===== src/rtl/e203_exu_wbck_sched.sv =====
// Write-back scheduler for the single integer register-file write port, plus the
// destination scoreboard that lets dispatch stall on RAW/WAW hazards.
module e203_exu_wbck_sched #(
  parameter int STARVE_MAX = 7,
  parameter int CNT_W      = 3
) (
  input  logic        clk,
  input  logic        rst,
  input  logic [2:0]  req_valid,
  output logic [2:0]  req_ready,
  input  logic [14:0] req_idx,
  input  logic [95:0] req_dat,
  output logic        wbck_dest_ena,
  output logic [4:0]  wbck_dest_idx,
  output logic [31:0] wbck_dest_dat,
  input  logic        disp_valid,
  input  logic [4:0]  disp_idx,
  output logic        disp_ready,
  input  logic [4:0]  rs1_idx,
  input  logic [4:0]  rs2_idx,
  output logic        rs1_busy,
  output logic        rs2_busy,
  output logic        sb_empty
);

  localparam logic [CNT_W-1:0] STARVE_LIM = CNT_W'(STARVE_MAX);

  logic [CNT_W-1:0] wait_cnt [3];
  logic [2:0]       starved;
  logic [2:0]       grant;
  logic [31:0]      busy;
  logic [31:0]      busy_nxt;
  logic             disp_fire;

  // NOTE: every always_comb output gets a default first so no path infers a latch.
  always_comb begin
    starved = '0;
    for (int i = 0; i < 3; i++) begin
      starved[i] = req_valid[i] && (wait_cnt[i] == STARVE_LIM);
    end
  end

  // Descending scan so the lowest-index candidate is the one left standing.
  always_comb begin
    grant = '0;
    if (!rst) begin
      for (int i = 2; i >= 0; i--) begin
        if ((|starved) ? starved[i] : req_valid[i]) begin
          grant    = '0;
          grant[i] = 1'b1;
        end
      end
    end
  end

  always_comb begin
    wbck_dest_idx = '0;
    wbck_dest_dat = '0;
    for (int i = 0; i < 3; i++) begin
      if (grant[i]) begin
        wbck_dest_idx = req_idx[5*i +: 5];
        wbck_dest_dat = req_dat[32*i +: 32];
      end
    end
  end

  assign req_ready     = grant;
  assign wbck_dest_ena = |grant;

  // NOTE: sequential state uses non-blocking assignments; combinational blocks use blocking.
  always_ff @(posedge clk) begin
    for (int i = 0; i < 3; i++) begin
      if (rst || grant[i] || !req_valid[i]) begin
        wait_cnt[i] <= '0;
      end else if (wait_cnt[i] != STARVE_LIM) begin
        wait_cnt[i] <= wait_cnt[i] + 1'b1;
      end
    end
  end

  // A write retiring the same register releases the WAW stall in that cycle.
  assign disp_ready = !rst && ((disp_idx == 5'd0) || !busy[disp_idx] ||
                               (wbck_dest_ena && (wbck_dest_idx == disp_idx)));
  assign disp_fire  = disp_valid && disp_ready && (disp_idx != 5'd0);

  // Clear is applied before set, so a same-cycle set of the same index wins.
  always_comb begin
    busy_nxt = busy;
    if (wbck_dest_ena) busy_nxt[wbck_dest_idx] = 1'b0;
    if (disp_fire)     busy_nxt[disp_idx]      = 1'b1;
    busy_nxt[0] = 1'b0;
  end

  // NOTE: the busy vector is plain flops, not a memory, so it is reset with everything else.
  always_ff @(posedge clk) begin
    if (rst) busy <= '0;
    else     busy <= busy_nxt;
  end

  assign rs1_busy = busy[rs1_idx];
  assign rs2_busy = busy[rs2_idx];
  assign sb_empty = (busy == '0);

endmodule


===== config.mk =====
export PLATFORM = sky130hd
export DESIGN_NAME = e203_exu_wbck_sched
export DESIGN_NICKNAME = d
export VERILOG_FILES = /design/src/rtl/e203_exu_wbck_sched.sv
export SDC_FILE = /design/constraint.sdc
export NUM_CORES = 1
export LEC_CHECK = 0
export BUFFER_PORTS_ARGS = -buffer_cell sky130_fd_sc_hd__buf_2
export CAP_MARGIN = 40
export CORE_UTILIZATION = 42
export DETAILED_ROUTE_END_ITERATION = 8
export HOLD_SLACK_MARGIN = 0.08
export PLACE_DENSITY = 0.88
export REMOVE_ABC_BUFFERS = 1
export SLEW_MARGIN = 20
export SYNTH_ARGS = -nofsm -noshare
export SYNTH_HDL_FRONTEND = slang
export SYNTH_SLANG_ARGS = --single-unit

===== constraint.sdc =====
create_clock -name clk -period 4.2 [get_ports clk]
set_input_delay 1.26 -clock clk [delete_from_list [all_inputs] [get_ports clk]]
set_output_delay 1.26 -clock clk [all_outputs]
set_load 0.02 [all_outputs]

# Yosys cells after proc, flatten, opt, wreduce, memory -nomap -nowiden
# Memory sizes are Yosys's and may differ from the RTL's.
# Cells that the tools add are included.
# classes
n_addsub	3
order_cmp	6
n_eq_ne	7
n_mux	43
bitwise	6
reduce_logical	27
# ops
operator	count
32-bit two-way mux	5
32-bit AND	1
32-bit zero test	1
32-bit NOT	1
32-bit bitwise OR	1
5-bit by 6-bit less-than comparator with 1-bit output (second input constant)	4
1-bit two-way mux	23
3-bit two-way mux	7
1-bit binary-select mux with 5-bit select	3
5-bit two-way mux	3
1-bit demux with 5-bit select	2
5-bit by 1-bit greater-or-equal comparator with 1-bit output (second input constant)	2
3-bit by 1-bit adder with 3-bit output (second input constant)	3
3-bit == test (second input constant)	3
1-bit logical AND	9
3-bit != test (second input constant)	3
1-bit logical OR	8
3-bit OR reduction	2
5-bit == test	1
1-bit zero test	5
5-bit zero test	1
5-bit nonzero test	1
1-bit bitwise OR	3
# word_totals
register_bits	32
ramBits	9
inputBits	132
output_inout_bits	45
word_cells	95
memories	1
# memory_table
memory	depth	width	rd	rd_clocked_by_memory_dff	write_ports	line_no	source
wait_cnt	3	3	3	0	3	28	logic [CNT_W-1:0] wait_cnt [3];

# Longest topological paths before layout
# An unclocked memory read counts as a cell.
# depth
depth_word	21
ltp_mapped	12

# Least setup slack after synthesis
# OpenSTA, ideal clock, no wires.
# synth_timing
path_kind	input port to output port
startpoint	input req_valid[0]
endpoint	output disp_ready
t_arrival_ps	3322
t_required_ps	2940
path_slack_ps	-382
stages	10
path_cell_list	buf_2 > nand2_1 > o211a_1 > clkbuf_1 > a222oi_1 > xor2_1 > o2111ai_1 > o31a_1 > buf_2 > nor2_1
# synth_between
elab_chain_cells	13
elab_cells_between_ends	17
classes_between	eq/ne: 1; mux: 10; reduce/logical: 6
# synth_rtl
item	line_no	source
from (decl)	9	input logic [2:0] req_valid,
1-bit logical AND	39	starved[i] = req_valid[i] && (wait_cnt[i] == STARVE_LIM);
3-bit OR reduction	48	if ((|starved) ? starved[i] : req_valid[i]) begin
1-bit two-way mux	48	
3-bit two-way mux	48	
3-bit two-way mux *	48	
3-bit two-way mux *	46	if (!rst) begin
5-bit two-way mux (3 in series)	60	if (grant[i]) begin
5-bit == test	83	(wbck_dest_ena && (wbck_dest_idx == disp_idx)));
1-bit logical AND *	83	
1-bit logical OR *	82	assign disp_ready = !rst && ((disp_idx == 5'd0) || !busy[disp_idx] ||
1-bit logical AND *	82	
to (decl)	18	output logic disp_ready,
# Mark *: on every way between the ends. The rest lies on a longest branch, timed or not.

# Final worst setup path
# layout_timing
startpoint	input req_valid[1]
endpoint	output disp_ready
# The elaborated chain is that of the path after synthesis.

==> out/results.ini <==
[status]
outcome=finished, violations left
violations=negative setup slack

[global_routing]
overflow=0
grt_util_all_layers_pct=31.8
grt_pass1_vias=4269
grt_max_degree=37
antenna_found_initial=1
grt_pass1_wl_um=21300

[worst_setup_path]
start_kind=primary input
required_ns=2.94
crit_fanout=3
crit_arrival_ns=3.09
worstSetupPathType=primary input to output port
rrSetupSlack_ns=0.99
cp-end-kind=output port

[drt]
viasPerCell=6.21
avgRoutedWirePerCell_um=19.2
vias=4483
drt_iter0_markers=633
drc_errors=0
ant_nets=0
firstDrtPassIters=9
wl_um=13900

[placed_design]
hpwlAfterDp_um=11100
gp_congestion=0.976
io_buffers=176
place_ws_ns=-0.218

[cells_and_area]
antennaDiodeCount=0
n_fill_cell=661
drive_gt1_share_pct=43.5
area_delta_synth_final_pct=42.7
nets=757

[floorplan]
start_util_pct=44.1
fp.dieW_um=93.0
row_count=32
die_area_mm2=0.00866
io_pins=177
core_area_mm2=0.00789
die_h_um=93.0

[logic_synthesis]
postSynthAreaPerCell_um2=8.33
syn_inst=418
yosys-top-cells-count=50 x nand2_1, 46 x inv_1, 34 x nor2b_1, 34 x o21ai_0, 33 x a222oi_1
yosysMostFrequentCell=nand2_1
synth_edf_count=9
ys.flop_type=dfxtp_1
yosysSeqAreaShare_pct=25.6
yosysUniqueCellTypes=41
synthArstFlopShare_pct=0
netlist_area_mm2=0.00348
synth_top_area_share_pct=17.8
yosys_warnings=0
synth_largest_area_cell=dfxtp_1
synth_area_leaders=dfxtp_1 18%, mux4_2 16%, a222oi_1 9.5%
ys_seq_elements=40

[sta]
hold_slack_ns=0.538
period_needed_ns=4.35
grt_setup_unrepaired=yes
max_clock_freq_mhz=230
setup_viol_count_final=1
setup_tns_ns=-0.148
hold_violations=0
clock-skew-final_ns=0.00893
drv_slew=0
setup_ws_ns=-0.148
tightest_slew_ns=0.726
final.period_utilization_pct=104
maxSlewHeadroom_pct=51.4

[cts]
htree_levels=2
worstSkewPairLatency_ns=0.30
cts_sinks=40
root_buffer=clkbuf_8
cts_tree=done
cts_buffers=5
clockBufferDepth=2
clk_pin_slew_ns=0.08
cts-hold-fix-buffers=0

[power]
swShare_pct=31.4
netSwitchingPower_mw=0.333
p_leak_nw=2.43
power_frac_comb_pct=32.4
p_total_mw=1.06
p_per_area_mw_per_mm2=213
p_seq_share_pct=38.2
internal_power_mw=0.727
vdd_ir_drop_max_mv=0.156
clockPowerShare_pct=29.4

[flow_run]
drv_cap=0

[worst_hold_path]
hp-class=register to register

[critical path, cell delays in order]
cell and delay, ns:
buf_8 0.08, a22oi_2 0.08, o21ba_4 0.23, a222oi_1 0.37, buf_4 0.19, xor2_1 0.14
o2111ai_1 0.14, o31a_1 0.33, nor2_1 0.11, buf_4 0.16
[cells in the final DEF (no fill, tap or decap), drive strengths merged, types with 9 or more instances in the layout]
master / instances
dfxtp: 31
nor2b: 34
nand2: 50
inv: 46
edfxtp: 9
nor3: 13
buf: 220
mux4: 25
a222oi: 33
nor2: 13
o21ai: 59
[timing repair]
action	in CTS	in global routing
endpoints found under the hold margin	0	0
setup buffers	6	2
pin swaps	9	7
endpoints found under the setup margin	3	2
resized for setup	25	6
[cell families (layout without fill, tap and decap cells)]
group / count (synthesis) / after routing / synth area share [%]
simple gates: 146 / 146 / 21.4
flops: 40 / 40 / 25.6
buf+inv: 74 / 274 / 8.16
fa+ha+maj: 6 / 6 / 2.16
compound gates: 117 / 117 / 23.8
xor+xnor: 3 / 3 / 0.755
other cells: 1 / 3 / 0.108
mux: 31 / 31 / 18.1
[worst paths after layout]
| check | startpoint | depth (start not counted) | to |
|---|---|---|---|
| worst min register to register | busy[10]$_SDFF_PP0_ | 2 | busy[10]$_SDFF_PP0_ |
| worst min-delay path | busy[10]$_SDFF_PP0_ | 2 | busy[10]$_SDFF_PP0_ |
| worst max register to register | wait_cnt[0][0]$_SDFFCE_PN0P_ | 14 | busy[21]$_SDFF_PP0_ |
| worst max-delay path | req_valid[1] | 10 | disp_ready |
[power groups by stage]
stage	combinational (mW)	sequential [mW]	clock, mW
final	0.343	0.405	0.311
after global routing	0.365	0.406	0.328
after CTS	0.336	0.405	0.313
after detailed placement	0.321	0.414	0
after global placement	0.313	0.413	0
after floorplan	0.146	0.411	0
[registers in the layout, summed over array words and instances, names as in the netlist]
name / flops
busy: 31
wait_cnt: 9
[area by class of cell]
class | instances | area [µm²] | area share [%]
timing repair buffer | 220 | 1270 | 25.5
sequential | 40 | 891 | 17.9
clock buffer | 6 | 72.6 | 1.46
multi-input combinational | 306 | 2400 | 48.3
clock inverter | 2 | 35.0 | 0.705
inverter | 46 | 173 | 3.48
tap | 102 | 128 | 2.57
[layer usage]
layer,vias to the layer above,global-route usage [%],routed length [µm],share of wire (%)
li1,1986,-,-,-
met1,2106,37.6,4900,35
met2,328,55.9,7100,51
met3,61,4.15,1170,8.4
met4,2,16.9,668,4.8
met5,-,0,13,0.094
[stage by stage]
step | area [µm²] | util, % | cells
floorplan | 3380 | - | 392
global placement | 4670 | 59.2 | 705
detailed placement | 4680 | 59.3 | 707
CTS | 4930 | 62.6 | 721
global route | 4970 | 63.0 | 722
finish | 4970 | 63.0 | 722
(Power assumes the default switching activity.)
